`src/rtl/sine_taylor_pkg.sv`:
```
`default_nettype none
// ============================================================================
// Module      : sine_taylor_pkg
// Description : Shared definitions for the sine_taylor arbiter slice: FSM
//               state encoding, default widths and the round-robin select
//               helper used by rr_arbiter.
// Revision    : 1.0 - initial release
// ============================================================================
package sine_taylor_pkg;

    localparam int C_DEF_DWIDTH = 16;   // default sample width
    localparam int C_MAX_CH     = 16;   // largest supported channel count
    localparam int C_SEL_W      = 4;    // index width covering C_MAX_CH

    typedef logic [1:0] state_t;

    localparam state_t ST_IDLE    = 2'd0;
    localparam state_t ST_ISSUE   = 2'd1;
    localparam state_t ST_WAIT    = 2'd2;
    localparam state_t ST_DELIVER = 2'd3;

    // Returns the first set bit of valid scanning upward from ptr+1 with
    // wrap at num_ch. Returns 0 when nothing is set; callers qualify the
    // result with an any-valid flag.
    function automatic logic [C_SEL_W-1:0] rr_select(
        input logic [C_MAX_CH-1:0] valid,
        input logic [C_SEL_W-1:0]  ptr,
        input int                  num_ch
    );
        logic [C_SEL_W-1:0] idx;
        logic               found;
        rr_select = '0;
        found     = 1'b0;
        for (int k = 1; k <= C_MAX_CH; k++) begin
            if (!found && (k <= num_ch)) begin
                idx = C_SEL_W'((int'(ptr) + k) % num_ch);
                if (valid[idx]) begin
                    rr_select = idx;
                    found     = 1'b1;
                end
            end
        end
    endfunction

endpackage
`default_nettype wire

```
`src/rtl/sine_taylor_arbiter_rr_arbiter.sv`:
```
`default_nettype none
// ============================================================================
// Module      : rr_arbiter
// Description : Combinational round-robin select with a registered priority
//               pointer. The pointer moves to the finished grant's index when
//               i_grant_done pulses, so that channel becomes lowest priority.
// Ports       : clk, rst          - clock, synchronous active-high reset
//               i_valid           - per-channel request vector
//               i_grant_done      - current grant completed this cycle
//               i_grant_idx       - index of the completed grant
//               o_sel / o_any     - winning index / any request pending
// Revision    : 1.0 - initial release
// ============================================================================
module rr_arbiter
    import sine_taylor_pkg::*;
#(
    parameter int NUM_CH = 4,
    parameter int SEL_W  = $clog2(NUM_CH)
) (
    input  logic              clk,
    input  logic              rst,
    input  logic [NUM_CH-1:0] i_valid,
    input  logic              i_grant_done,
    input  logic [SEL_W-1:0]  i_grant_idx,
    output logic [SEL_W-1:0]  o_sel,
    output logic              o_any
);

    logic [SEL_W-1:0]    r_ptr;
    logic [C_MAX_CH-1:0] w_valid_ext;
    logic [C_SEL_W-1:0]  w_ptr_ext;
    logic [C_SEL_W-1:0]  w_sel_ext;
    logic                w_unused_sel;

    // Widen to the package helper's fixed width so one function serves
    // every channel count.
    always_comb begin
        w_valid_ext                = '0;
        w_valid_ext[NUM_CH-1:0]    = i_valid;
        w_ptr_ext                  = '0;
        w_ptr_ext[SEL_W-1:0]       = r_ptr;
        w_sel_ext                  = rr_select(w_valid_ext, w_ptr_ext, NUM_CH);
    end

    assign o_sel        = w_sel_ext[SEL_W-1:0];
    assign o_any        = |i_valid;
    assign w_unused_sel = ^w_sel_ext;

    // Reset to the last channel so channel 0 wins the first arbitration.
    always_ff @(posedge clk) begin
        if (rst) begin
            r_ptr <= SEL_W'(NUM_CH - 1);
        end else if (i_grant_done) begin
            r_ptr <= i_grant_idx;
        end
    end

endmodule
`default_nettype wire

```
`src/rtl/sine_taylor_arbiter.sv`:
```
`default_nettype none
// ============================================================================
// Module      : sine_taylor_arbiter
// Description : Shares one sine_taylor core among G_NUM_CH valid/ready
//               requesters. One transaction is in flight at a time:
//               IDLE (arbitrate) -> ISSUE (hand sample to core) ->
//               WAIT (collect result) -> DELIVER (return to requester).
// Ports       : clk, reset, enable       - clock, sync reset, enable (0 = reset)
//               req_data/valid/ready     - packed request streams
//               resp_data/valid/ready    - packed response streams
//               core_din*/core_dout*     - shared core handshake
//               busy, grant_ch           - status: in flight, granted tag
// Revision    : 1.0 - initial release
// ============================================================================
module sine_taylor_arbiter
    import sine_taylor_pkg::*;
#(
    parameter int G_DWIDTH = C_DEF_DWIDTH,
    parameter int G_NUM_CH = 4
) (
    input  logic                         clk,
    input  logic                         reset,
    input  logic                         enable,
    input  logic [G_NUM_CH*G_DWIDTH-1:0] req_data,
    input  logic [G_NUM_CH-1:0]          req_valid,
    output logic [G_NUM_CH-1:0]          req_ready,
    output logic [G_NUM_CH*G_DWIDTH-1:0] resp_data,
    output logic [G_NUM_CH-1:0]          resp_valid,
    input  logic [G_NUM_CH-1:0]          resp_ready,
    output logic [G_DWIDTH-1:0]          core_din,
    output logic                         core_din_valid,
    input  logic                         core_din_ready,
    input  logic [G_DWIDTH-1:0]          core_dout,
    input  logic                         core_dout_valid,
    output logic                         core_dout_ready,
    output logic                         busy,
    output logic [$clog2(G_NUM_CH)-1:0]  grant_ch
);

    localparam int C_TAG_W = $clog2(G_NUM_CH);

    state_t                        r_state;
    logic [G_DWIDTH-1:0]           r_core_din;
    logic                          r_core_din_valid;
    logic                          r_core_dout_ready;
    logic [G_NUM_CH*G_DWIDTH-1:0]  r_resp_data;
    logic [G_NUM_CH-1:0]           r_resp_valid;
    logic [C_TAG_W-1:0]            r_grant_ch;

    logic                          w_rst;
    logic [C_TAG_W-1:0]            w_sel;
    logic                          w_any;
    logic [G_NUM_CH-1:0]           w_sel_onehot;
    logic [G_NUM_CH-1:0]           w_grant_onehot;
    logic [G_NUM_CH-1:0]           w_req_ready;
    logic [G_NUM_CH*G_DWIDTH-1:0]  w_resp_next;
    logic                          w_accept;
    logic                          w_issue_done;
    logic                          w_core_done;
    logic                          w_deliver_done;

    // Dropping enable is indistinguishable from holding reset.
    assign w_rst = reset | ~enable;

    rr_arbiter #(
        .NUM_CH (G_NUM_CH),
        .SEL_W  (C_TAG_W)
    ) u_rr_arbiter (
        .clk          (clk),
        .rst          (w_rst),
        .i_valid      (req_valid),
        .i_grant_done (w_deliver_done),
        .i_grant_idx  (r_grant_ch),
        .o_sel        (w_sel),
        .o_any        (w_any)
    );

    always_comb begin
        w_sel_onehot          = '0;
        w_sel_onehot[w_sel]   = 1'b1;
        w_grant_onehot        = '0;
        w_grant_onehot[r_grant_ch] = 1'b1;
        // Only the granted slice carries the result; the rest read as zero.
        w_resp_next           = '0;
        w_resp_next[r_grant_ch*G_DWIDTH +: G_DWIDTH] = core_dout;
        // Gated by w_rst so no handshake can complete while held in reset.
        w_req_ready = (r_state == ST_IDLE && w_any && !w_rst) ? w_sel_onehot : '0;
    end

    assign w_accept       = |(req_valid & w_req_ready);
    assign w_issue_done   = (r_state == ST_ISSUE) && r_core_din_valid && core_din_ready;
    assign w_core_done    = (r_state == ST_WAIT) && core_dout_valid && r_core_dout_ready;
    assign w_deliver_done = (r_state == ST_DELIVER) &&
                            (|(resp_ready & r_resp_valid & w_grant_onehot));

    always_ff @(posedge clk) begin
        if (w_rst) begin
            r_state           <= ST_IDLE;
            r_core_din        <= '0;
            r_core_din_valid  <= 1'b0;
            r_core_dout_ready <= 1'b0;
            r_resp_data       <= '0;
            r_resp_valid      <= '0;
            r_grant_ch        <= '0;
        end else begin
            case (r_state)
                ST_IDLE: begin
                    if (w_accept) begin
                        r_core_din       <= req_data[w_sel*G_DWIDTH +: G_DWIDTH];
                        r_grant_ch       <= w_sel;
                        r_core_din_valid <= 1'b1;
                        r_state          <= ST_ISSUE;
                    end
                end
                ST_ISSUE: begin
                    if (w_issue_done) begin
                        r_core_din_valid  <= 1'b0;
                        r_core_dout_ready <= 1'b1;
                        r_state           <= ST_WAIT;
                    end
                end
                ST_WAIT: begin
                    if (w_core_done) begin
                        r_resp_data       <= w_resp_next;
                        r_core_dout_ready <= 1'b0;
                        r_resp_valid      <= w_grant_onehot;
                        r_state           <= ST_DELIVER;
                    end
                end
                ST_DELIVER: begin
                    if (w_deliver_done) begin
                        r_resp_valid <= '0;
                        r_state      <= ST_IDLE;
                    end
                end
                default: begin
                    r_state <= ST_IDLE;
                end
            endcase
        end
    end

    assign req_ready       = w_req_ready;
    assign resp_data       = r_resp_data;
    assign resp_valid      = r_resp_valid;
    assign core_din        = r_core_din;
    assign core_din_valid  = r_core_din_valid;
    assign core_dout_ready = r_core_dout_ready;
    assign busy            = (r_state != ST_IDLE);
    assign grant_ch        = r_grant_ch;

endmodule
`default_nettype wire

```
`config.mk`:
```
export PLATFORM = sky130hd
export DESIGN_NAME = sine_taylor_arbiter
export DESIGN_NICKNAME = d
export VERILOG_FILES = /design/src/rtl/sine_taylor_pkg.sv /design/src/rtl/sine_taylor_arbiter_rr_arbiter.sv /design/src/rtl/sine_taylor_arbiter.sv
export SDC_FILE = /design/constraint.sdc
export NUM_CORES = 1
export LEC_CHECK = 0
export CAP_MARGIN = 0
export CORE_MARGIN = 2
export CORE_UTILIZATION = 41
export DETAILED_ROUTE_END_ITERATION = 10
export GPL_TIMING_DRIVEN = 0
export PLACE_DENSITY = 0.86
export SYNTH_ARGS = -nofsm -noshare
export SYNTH_HDL_FRONTEND = slang
export SYNTH_HIERARCHICAL = 1
export SYNTH_SLANG_ARGS = --single-unit
```
`constraint.sdc`:
```
create_clock -name clk -period 2.15 [get_ports clk]
set_input_delay 0.3225 -clock clk [delete_from_list [all_inputs] [get_ports clk]]
set_output_delay 0.3225 -clock clk [all_outputs]
set_load 0.01 [all_outputs]
```
# After elaboration in Yosys (flattened, before gate mapping)
# Index checks and enable logic that the tools add are counted.
[totals]
ff_bits = 92
ramBits = 0
memories = 0
latch_bits = 0
out_inout_bits = 93
in_bits = 93
mem_bits_ro = 0
[classes]
shift = 3
eq_ne = 7
reduce_logical = 28
mux = 39
bitwise_logic = 10
n_addsub = 5
mul = 0
magnitude_cmp = 8
n_div = 0
[ops]
columns = ["operator", "count"]
rows = [
  ["$and 64x64->64", 1],
  ["$shift 16x34->64 const A", 1],
  ["$shiftx 16x34->64", 1],
  ["$shiftx 64x7->16", 1],
  ["$neg 6->34", 1],
  ["$mux 2", 11],
  ["$lt 4x5->1 const B", 4],
  ["$mux 1", 15],
  ["$and 4x4->4", 3],
  ["$bmux 1 s3", 4],
  ["$mux 4", 3],
  ["$reduce_or 4->1", 3],
  ["$logic_and 1x1->1", 9],
  ["$reduce_and 3->1", 3],
  ["$pmux 2 s4", 1],
  ["$pmux 4 s2", 1],
  ["$reduce_bool 2->1", 4],
  ["$reduce_or 2->1", 4],
  ["$lt 2x3->1 const B", 2],
  ["$ne 2x2->1 const B", 3],
  ["$add 2x1->2 const B", 2],
  ["$add 2x2->2 const B", 2],
  ["$and 1x1->1 const A", 4],
  ["$demux 1 s2", 2],
  ["11 further kinds", 15],
]

# Depth between registers and ports, before layout
# Gate-level depths: netlist of the first run.
[logic_depth]
word_depth = 21
ltp_mapped = 11
depth_no_buf = 8

# By module
# The synthesis of the first run kept the hierarchy.
[by_module_without_submodules]
columns = ["module", "cells_per_inst", "area_per_inst_um2", "n_inst"]
rows = [
  ["sine_taylor_arbiter", 400, 3773.6, 1],
  ["rr_arbiter", 20, 148.9, 1],
]

# Worst setup path after synthesis of the first run
# No wires, ideal clock.
[synth_timing]
kind = "input-to-reg"
from = "in req_valid[3]"
to = "reg r_state[1]"
required_ns = 2.032
t_arrival_ns = 1.895
setup_ns = 0.118
setup_slack_ns = 0.136
n_path_buf = 2
path_stages = 10
cell_sequence = "nor2b_2 -> o21ai_1 -> o311ai_1 -> buf_4 -> mux2_4 -> nor2_1 -> a211o_1 -> buf_6 -> a211o_1 -> mux2i_1"
[synth_between]
elab_chain_len = 18
[synth_rtl]
columns = ["item", "line", "rtl"]
rows = [
  ["from (decl)", "sine_taylor_arbiter.sv:25", "input logic [G_NUM_CH-1:0] req_valid,"],
  ["$bmux 1 s3", "sine_taylor_pkg.sv:37", "if (valid[idx]) begin"],
  ["$mux 1 (not written as such)", "sine_taylor_pkg.sv:37", ""],
  ["$mux 2 (2 in a row)", "sine_taylor_pkg.sv:37", ""],
  ["$mux 2", "sine_taylor_pkg.sv:35", "if (!found && (k <= num_ch)) begin"],
  ["$mux 2", "sine_taylor_pkg.sv:37", ""],
  ["$mux 2", "sine_taylor_pkg.sv:35", ""],
  ["$mux 2", "sine_taylor_pkg.sv:37", ""],
  ["$mux 2 *", "sine_taylor_pkg.sv:35", ""],
  ["via w_sel[0]", "sine_taylor_arbiter.sv:51", "logic [C_TAG_W-1:0] w_sel;"],
  ["(+1 left out)", "n/a", ""],
  ["$logic_and 1x1->1 (not written as such)", "sine_taylor_arbiter.sv:80", "w_sel_onehot[w_sel] = 1'b1;"],
  ["$mux 1 (not written as such)", "sine_taylor_arbiter.sv:80", ""],
  ["$demux 1 s2 *", "sine_taylor_arbiter.sv:80", ""],
  ["$mux 4 *", "sine_taylor_arbiter.sv:87", "w_req_ready = (r_state == ST_IDLE && w_any && !w_rst) ? w_sel_onehot : '0;"],
  ["$and 4x4->4 *", "sine_taylor_arbiter.sv:90", "assign w_accept = |(req_valid & w_req_ready);"],
  ["$reduce_or 4->1 *", "sine_taylor_arbiter.sv:90", ""],
  ["$ne 2x2->1 (no line) *", "n/a", ""],
  ["$reduce_and 4->1 (no line) *", "n/a", ""],
  ["to (signal assigned)", "sine_taylor_arbiter.sv:98", "r_state <= ST_IDLE;"],
  ["to (signal assigned)", "sine_taylor_arbiter.sv:112", "r_state <= ST_ISSUE;"],
  ["to (signal assigned)", "sine_taylor_arbiter.sv:119", "r_state <= ST_WAIT;"],
  ["to (decl)", "sine_taylor_arbiter.sv:42", "state_t r_state;"],
]
# Mark *: on every way through the listed nets, which the timed path passes. The rest lies on a longest branch. The select of a mux whose other input is x is not followed.
# A chain may end at the register's enable or synchronous reset.

# Final worst setup path of the first run
# Same ends and word-level chain as after synthesis.

==> flow_metrics.tcl, run 1 <==
set metrics [dict create \
    postCtsHoldBufs 0 \
    worst_hold_path.endpoint "core_din[6]" \
    violations "setup timing" \
    clockBufferDepth 2 \
    async_flop_share_pct 0 \
    drt-total-wl_um 13500 \
    wire_per_inst_um 17.7 \
    drt_iter0_markers 185 \
    rr_endpoint "r_state[1]" \
    grt-ovfl-total 0 \
    drc_errors 0 \
    period_minus_slack_ns 2.20 \
    synthSimpleGateAreaFrac_pct 16.9 \
    intPower_mw 2.56 \
    hold_path.class "reg -> reg" \
    synth_compound_area_share_pct 18.9 \
    fmax_ghz 0.454 \
    yosys_warnings 6 \
    slowest_delay_ns 0.29 \
    syn2layout_area_growth_pct 62.9 \
    finalSetupTns_ns -0.0784 \
    relSlewSlack_pct 62.0 \
    p_sw_share_pct 25.2 \
    tightest_slew_ns 0.570 \
    slew_violations 0 \
    critPathKind "in -> reg" \
    ys_seq_area_share_pct 47.0 \
    pwr-share-seq_pct 50.1 \
    synth_cells 420 \
    rr_worst_depth 11 \
    setup_violations 2 \
    clk_latency_ns 0.36 \
    clkPwrFrac_pct 35.9 \
    rrSetupSlack_ns -0.05 \
    path_clk_slew_ns 0.09 \
    clock-sinks 92 \
    power.switching_mw 0.866 \
    cts_tree "done" \
    synth_adder_area_share_pct 2.87 \
    netlist_area_um2 3920 \
    combPwrFrac_pct 14.1 \
    numCtsBuffers 9 \
    worstReg2RegStart "u_rr_arbiter/r_ptr[0]" \
    ant_nets 0 \
    max_cap_viol_count 0 \
    fin_cells 760 \
    antenna_cells 0 \
    rows 35 \
    synth-xor-area-share_pct 0 \
    cp-startpoint "req_valid[3]" \
    fin_crit_sh_pct 103 \
    end_kind "flip-flop" \
    holdPathStages 2 \
    grt_pass1_vias 4186 \
    grt_max_degree 19 \
    synthesis.nets 522 \
    io-pin-count 186 \
    hold_viol_final 0 \
    antenna_found_initial 0 \
    gp_congestion 0.849 \
    root_buffer "clkbuf_8" \
    syn_area_per_cell_um2 9.34 \
    final_area_um2 6390 \
    drtPass1Iterations 5 \
    slowest_stage "dlygate4sd2_1" \
    min-delay-start "core_din[6]" \
    arrival_ns 2.45 \
    cts_max_level 3 \
    die_h_um 102 \
    power_density_nw_per_um2 537 \
    synth-edff-count 0 \
    layout-drive-gt1-share_pct 14.7 \
    fp.dieW_um 102 \
    dieArea_um2 10400 \
    fillers 690 \
    core_area_um2 9240 \
    clock_skew_ns 0.0159 \
    outcome "finished with violations" \
    synth-main-ff-cell "dfxtp_1" \
    critPathRequiredTime_ns 2.40 \
    ys_types 37 \
    place_inst 734 \
    io_buffers 185 \
    worst_slack_ns -0.0544 \
    p_leak_nw 2.24 \
    path_max_fanout 7 \
    grt_pass1_wl_um 20400 \
    cp-start-kind "input port" \
    grtUsageTotal_pct 25.5 \
    nets 728 \
    initial_core_util_pct 42.5 \
    grt_setup_unrepaired "true" \
    synth_top_family_by_area "compound AO/OA/AOI/OAI gates" \
    path_cells "dlygate4sd2_1, nor2b_2, o21ai_1, o311ai_2, buf_4, buf_6, mux2_4, nor2_4, a211o_1, buf_6, a211o_1, mux2i_1" \
    peakVddDrop_mv 0.437 \
    num_vias 4163 \
    ys_ff_latch 92 \
    place_area_um2 5940 \
    synthMuxAreaShare_pct 10.1 \
    dpl.hpwl_um 10300 \
    via_per_inst 5.48 \
]
-- critical path: cells and delay by family --
| kind | cells | cell delay (ns) |
|---|---|---|
| mux | 2 | 0.35 |
| simple gates | 2 | 0.22 |
| buf+inv | 4 | 0.73 |
| compound gates | 4 | 0.83 |
-- sequential cells by signal (all words and copies together) (netlist names) --
name / flops
resp_data: 64
core_din: 16
resp_valid: 4
grant_ch: 2
r_state: 2
u_rr_arbiter/r_ptr: 2
core_din_valid: 1
core_dout_ready: 1
-- metal layers --
layer | share of wire, % | GRT usage, %
met5 | 0 | 0
met4 | 2.4 | 10.5
met3 | 9.5 | 7.18
met2 | 52 | 46.8
met1 | 36 | 27.6
-- Yosys cell counts (2+ instances only) --
cell type	instances	area, um^2
nor3_1	2	10.0
o21ai_0	4	20.0
a21oi_1	24	120
clkbuf_1	21	78.8
dfxtp_1	92	1840
inv_1	7	26.3
nand2_1	47	176
mux2i_1	2	20.0
a21o_1	2	15.0
nand3_1	6	30.0
ha_1	9	113
and3_1	6	37.5
nor2b_1	3	18.8
buf_2	8	40.0
nor2_1	81	304
mux4_2	16	360
a22oi_1	65	488
a211o_1	4	35.0
and4_1	2	17.5
nand2b_1	2	12.5
-- cells by family after synthesis --
logic type,count (synthesis)
flops,92
simple gates,154
mux,19
compound gates,107
fa+ha+maj,9
buf+inv,39
-- per-stage QoR --
stage	setup WS [ns]	power, mW	utilization (%)	hold WS (ns)
6_report	-0.0544	3.43	69.2	0.468
5_1_grt	-0.127	3.57	69.2	0.477
4_1_cts	-0.0482	3.43	68.1	0.459
3_5_place_dp	-0.870	2.19	64.2	0.448
3_3_place_gp	-0.819	2.17	64.2	0.442
2_1_floorplan	0.136	1.93	-	0.430
-- layout make-up --
type                            count  area (um^2)  area share (%)
Tap cell                          129          161            2.53
Clock inverter                      7         91.3            1.43
Clock buffer                        9          124            1.94
Multi-Input combinational cell    289         2020            31.6
Timing Repair Buffer              197         1940            30.3
Inverter                            8         30.0           0.470
Buffer                             29          184            2.88
Sequential cell                    92         1840            28.9
-- placed cells by master, fill, tap and decap left out, drive strengths merged, types with 2 or more instances in the layout --
cell and instances:
mux2i 2, o21ai 5, dlygate4sd2 4, nor2b 5, a21o 2, mux4 16
a22oi 65, nand2b 2, a211o 4, nor3 2, ha 9, and4 2
nor2 81, nand3 6, inv 12, clkbuf 28, clkdlybuf4s15 2, clkdlybuf4s50 177
a21oi 24, nand2 47, buf 24, and3 6, dfxtp 92
-- worst max path at each step --
| stage | depth (start not counted) | to | slack [ns] |
|---|---|---|---|
| after global placement | 8 | req_ready[3] | -0.82 |
| after floorplan | 10 | r_state[1] | 0.14 |
| final | 12 | r_state[1] | -0.05 |
| after CTS | 11 | r_state[1] | -0.05 |
| after global routing | 11 | r_state[1] | -0.13 |
| after detailed placement | 9 | req_ready[2] | -0.87 |
-- repair_timing --
action	in CTS	in global routing
setup endpoints to repair	69	82
gates cloned	0	0
pin swaps	4	6
setup buffers	6	6
gates resized for setup	48	20
-- power by group through the flow --
| stage | Combinational [mW] | Sequential (mW) | Clock [mW] |
|---|---|---|---|
| after floorplan | 0.171 | 1.76 | 0 |
| after global placement | 0.419 | 1.76 | 0 |
| after detailed placement | 0.429 | 1.76 | 0 |
| after CTS | 0.463 | 1.72 | 1.25 |
| after global routing | 0.513 | 1.72 | 1.34 |
| final | 0.483 | 1.72 | 1.23 |
(Power assumes the default switching activity.)
==> inputs of run 2 (changes only) <==
--- a/config.mk
+++ b/config.mk
@@ -6,11 +6,13 @@
 export NUM_CORES = 1
 export LEC_CHECK = 0
 export CAP_MARGIN = 0
+export CORE_ASPECT_RATIO = 1.75
 export CORE_MARGIN = 2
 export CORE_UTILIZATION = 41
 export DETAILED_ROUTE_END_ITERATION = 10
 export GPL_TIMING_DRIVEN = 0
 export PLACE_DENSITY = 0.86
+export SKIP_CTS_REPAIR_TIMING = 1
 export SYNTH_ARGS = -nofsm -noshare
 export SYNTH_HDL_FRONTEND = slang
 export SYNTH_HIERARCHICAL = 1
==> flow_metrics.tcl, run 2 (same netlist as run 1, synthesis figures left out) <==
set metrics [dict create \
    p_sw_share_pct 21.5 \
    setup_violations 7 \
    pwr-share-seq_pct 44.3 \
    core_area_um2 9410 \
    clk_latency_ns 0.34 \
    grt_pass1_vias 4240 \
    drt_iter0_markers 265 \
    root_buffer "clkbuf_16" \
    ant_nets 0 \
    num_vias 4180 \
    place_inst 727 \
    clkPwrFrac_pct 43.1 \
    combPwrFrac_pct 12.6 \
    final_area_um2 6500 \
    rrSetupSlack_ns -0.08 \
    wire_per_inst_um 18.4 \
    cp-startpoint "u_rr_arbiter/r_ptr[0]" \
    fin_crit_sh_pct 104 \
    critPathKind "reg -> reg" \
    power.switching_mw 0.833 \
    antenna_cells 0 \
    clock-sinks 92 \
    fillers 729 \
    antenna_found_initial 0 \
    path_max_fanout 8 \
    worst_hold_path.endpoint "core_din[9]" \
    io-pin-count 186 \
    fin_cells 753 \
    power_density_nw_per_um2 597 \
    drt-total-wl_um 13900 \
    period_minus_slack_ns 2.23 \
    holdPathStages 2 \
    via_per_inst 5.55 \
    worstReg2RegStart "u_rr_arbiter/r_ptr[0]" \
    gp_congestion 0.917 \
    dpl.hpwl_um 10600 \
    cts_max_level 3 \
    drtPass1Iterations 5 \
    grtUsageTotal_pct 25.8 \
    grt_max_degree 15 \
    dieArea_um2 10400 \
    slew_violations 0 \
    initial_core_util_pct 41.7 \
    rr_endpoint "r_state[1]" \
    syn2layout_area_growth_pct 65.6 \
    p_leak_nw 2.33 \
    fmax_ghz 0.449 \
    cp-start-kind "flip-flop" \
    path_clk_slew_ns 0.06 \
    drc_errors 0 \
    grt-ovfl-total 0 \
    min-delay-start "core_din[9]" \
    violations "setup timing" \
    nets 729 \
    arrival_ns 2.46 \
    numCtsBuffers 9 \
    die_h_um 133 \
    post-route-util_pct 69.0 \
    place_area_um2 5930 \
    worst_slack_ns -0.0780 \
    grt_pass1_wl_um 20800 \
    rr_worst_depth 10 \
    io_buffers 185 \
    layout-drive-gt1-share_pct 14.3 \
    cts_tree "done" \
    rows 47 \
    peakVddDrop_mv 0.416 \
    relSlewSlack_pct 60.2 \
    hold_path.class "reg -> reg" \
    grt_setup_unrepaired "true" \
    largest_reg_flops 64 \
    end_kind "flip-flop" \
    max_cap_viol_count 0 \
    clock_skew_ns 0.00801 \
    tightest_slew_ns 0.597 \
    clockBufferDepth 2 \
    fp.dieW_um 77.9 \
    critPathRequiredTime_ns 2.39 \
    outcome "finished with violations" \
    final_common_cell "clkdlybuf4s50_1" \
    intPower_mw 3.04 \
    hold_viol_final 0 \
    final_cell_mix "177 x clkdlybuf4s50_1, 90 x dfxtp_1, 80 x nor2_1" \
]
## run 2: cell types whose count changed in the layout (fill, tap and decap cells not counted), moves of 2 or more
cell            previous run  this run
inv_6                      3         0
a21oi_2                    8         5
dlygate4sd2_1              4         0
dlymetal6s2s_1             0         4
a21oi_1                   16        19
clkbuf_16                  0         9
clkbuf_4                   0         3
buf_6                      5         3
buf_2                      4         6
clkbuf_8                  10         1
## run 2: power groups by stage
| stage | clock [mW] | sequential, mW | combinational (mW) |
|---|---|---|---|
| floorplan | 0 | 1.76 | 0.171 |
| global placement | 0 | 1.76 | 0.420 |
| detailed placement | 0 | 1.76 | 0.430 |
| CTS | 1.68 | 1.72 | 0.432 |
| global route | 1.77 | 1.72 | 0.513 |
| finish | 1.67 | 1.72 | 0.487 |
## run 2: layer usage
layer	routed length (um)	part of all wire [%]	global-route usage, %
met3	921	6.6	6.50
met4	502	3.6	12.8
met1	4500	32	24.0
met5	0	0	0
met2	7930	57	50.3
## run 2: through the flow
step           hold WS (ns)  power (mW)  setup TNS, ns  setup WS [ns]
3_5_place_dp          0.450        2.19         -27.28         -0.799
6_report              0.458        3.88         -0.225        -0.0780
3_3_place_gp          0.443        2.18         -20.86         -0.767
4_1_cts               0.458        3.83         -17.76         -0.814
2_1_floorplan         0.430        1.93              0          0.136
5_1_grt               0.478        4.00          -1.58         -0.143
## run 2: area by class of cell
class | count | area [um^2] | area share [%]
clock inverter | 4 | 73.8 | 1.14
buffer | 29 | 181 | 2.79
tap | 122 | 153 | 2.35
inverter | 8 | 30.0 | 0.462
timing repair buffer | 198 | 1960 | 30.1
sequential | 92 | 1840 | 28.4
clock buffer | 11 | 243 | 3.74
multi-input combinational | 289 | 2020 | 31.0
## run 2: worst max-delay path, stage by stage (launching register included)
cell and delay [ns]:
dfxtp_2 0.35, nand2b_4 0.13, a21o_1 0.12, o311ai_2 0.13, buf_4 0.20, buf_6 0.12
mux2i_4 0.19, a211o_1 0.30, buf_6 0.15, a211o_1 0.30, mux2i_1 0.12
## run 2: worst max path at each step
stage	to	cells after the start
after global placement	req_ready[3]	8
after CTS	req_ready[3]	8
after floorplan	r_state[1]	10
final	r_state[1]	10
after detailed placement	req_ready[3]	8
after global routing	r_state[1]	10
==> inputs of run 3 (changes only) <==
--- a/config.mk
+++ b/config.mk
@@ -7,7 +7,7 @@
 export LEC_CHECK = 0
 export CAP_MARGIN = 0
 export CORE_ASPECT_RATIO = 1.75
-export CORE_MARGIN = 2
+export CORE_MARGIN = 1.5
 export CORE_UTILIZATION = 41
 export DETAILED_ROUTE_END_ITERATION = 10
 export GPL_TIMING_DRIVEN = 0
==> flow_metrics.tcl, run 3 (same netlist as run 1, synthesis figures left out) <==
set metrics [dict create \
    clk_latency_ns 0.34 \
    numCtsBuffers 9 \
    min-delay-start "core_din[12]" \
    max_cap_viol_count 0 \
    layout-drive-gt1-share_pct 18.5 \
    grt_max_degree 15 \
    cp_num_buf_inv 4 \
    io_buffers 185 \
    fin_crit_sh_pct 108 \
    cts_tree "done" \
    path_clk_slew_ns 0.06 \
    slowest_stage "dfxtp_2" \
    path_delay_family "buffers and inverters" \
    path_max_fanout 8 \
    die_h_um 132 \
    place_inst 727 \
    rows 47 \
    grt_pass1_vias 4290 \
    holdWs_ns 0.473 \
    drc_errors 0 \
    root_buffer "clkbuf_16" \
    drtPass1Iterations 5 \
    final_common_cell "clkdlybuf4s50_1" \
    grt-ovfl-total 0 \
    power_density_nw_per_um2 565 \
    pwr-share-seq_pct 45.9 \
    gp_congestion 0.914 \
    dpl.hpwl_um 10500 \
    grtUsageTotal_pct 26.8 \
    wire_per_inst_um 19.1 \
    rr_endpoint "core_din_valid" \
    power.switching_mw 0.865 \
    largest_reg_flops 64 \
    peakVddDrop_mv 0.507 \
    path_cells "nand2b_4, a21o_1, o311ai_2, buf_4, buf_6, mux2_4, nor2_4, a211o_1, buf_6, buf_4, nand2_1, a31oi_1" \
    violations "setup timing" \
    rrSetupSlack_ns -0.16 \
    clkPwrFrac_pct 40.5 \
    drt-total-wl_um 14400 \
    antenna_found_initial 0 \
    arrival_ns 2.58 \
    end_kind "flip-flop" \
    intPower_mw 2.88 \
    slowest_delay_ns 0.33 \
    p_sw_share_pct 23.1 \
    tightest_slew_ns 0.717 \
    via_per_inst 5.67 \
    grt_setup_unrepaired "true" \
    clock-sinks 92 \
    core_area_um2 9410 \
    initial_core_util_pct 41.7 \
    outcome "finished with violations" \
    combPwrFrac_pct 13.7 \
    hold_path.class "reg -> reg" \
    final_cell_mix "177 x clkdlybuf4s50_1, 90 x dfxtp_1, 80 x nor2_1" \
    fp.dieW_um 76.9 \
    relSlewSlack_pct 52.2 \
    grt_pass1_wl_um 21100 \
    period_minus_slack_ns 2.31 \
    setup_violations 21 \
    ant_nets 0 \
    dieArea_um2 10200 \
    fin_cells 756 \
    p_leak_nw 2.41 \
    worstReg2RegStart "u_rr_arbiter/r_ptr[0]" \
    clock_skew_ns 0.00706 \
    antenna_cells 0 \
    worst_hold_path.endpoint "core_din[12]" \
    syn2layout_area_growth_pct 69.3 \
    holdPathStages 2 \
    nets 731 \
    hold_viol_final 0 \
    critPathRequiredTime_ns 2.41 \
    critPathKind "reg -> reg" \
    fmax_ghz 0.432 \
    clockBufferDepth 2 \
    rr_worst_depth 12 \
    worst_slack_ns -0.162 \
    cts_max_level 3 \
    slew_violations 0 \
    num_vias 4289 \
    io-pin-count 186 \
    cp-start-kind "flip-flop" \
    drt_iter0_markers 252 \
]
-- run 3: power by group through the flow --
stage	logic [mW]	registers, mW	clock network [mW]
5_1_grt	0.538	1.72	1.61
6_report	0.512	1.72	1.52
2_1_floorplan	0.171	1.76	0
4_1_cts	0.434	1.72	1.54
3_3_place_gp	0.420	1.76	0
3_5_place_dp	0.432	1.76	0
-- run 3: stage by stage --
| stage | power (mW) | utilization, % | TNS, ns | cell area (um^2) | setup WS, ns |
|---|---|---|---|---|---|
| floorplan | 1.93 | - | 0 | 3920 | 0.136 |
| global placement | 2.18 | 63.0 | -20.67 | 5930 | -0.795 |
| detailed placement | 2.19 | 63.0 | -27.42 | 5930 | -0.811 |
| CTS | 3.69 | 66.1 | -17.80 | 6220 | -0.819 |
| global route | 3.87 | 70.6 | -3.19 | 6640 | -0.213 |
| finish | 3.75 | 70.6 | -2.63 | 6640 | -0.162 |
-- run 3: worst max path at each step --
stage	start	to	slack (ns)	cells after the start
after floorplan	req_valid[3]	r_state[1]	0.14	10
after global placement	req_valid[3]	req_ready[3]	-0.79	8
after detailed placement	req_valid[1]	core_din[5]	-0.81	10
after CTS	req_valid[3]	req_ready[3]	-0.82	8
after global routing	u_rr_arbiter/r_ptr[0]	r_state[1]	-0.21	11
final	u_rr_arbiter/r_ptr[0]	core_din_valid	-0.16	12
-- run 3: tightest hold or removal path, stage by stage, from the launching register on --
cell and delay (ns):
dfxtp_1 0.31, nand2_1 0.06, a21oi_1 0.05
-- run 3: final cells by class --
type / count / area (um^2)
Fill cell: 696 / 2770
Multi-Input combinational cell: 289 / 2140
Timing Repair Buffer: 200 / 1990
Sequential cell: 92 / 1840
Clock buffer: 13 / 270
Buffer: 29 / 188
Tap cell: 122 / 153
Inverter: 8 / 30.0
Clock inverter: 3 / 20.0
-- run 3: metal layers --
layer  global-route usage, %  part of all wire, %  vias up
met2                    51.9                   56      270
met1                    25.9                   34     2051
met5                       0                    0        -
li1                        -                    -     1919
met4                    13.4                  4.2        0
met3                    5.40                  6.4       49
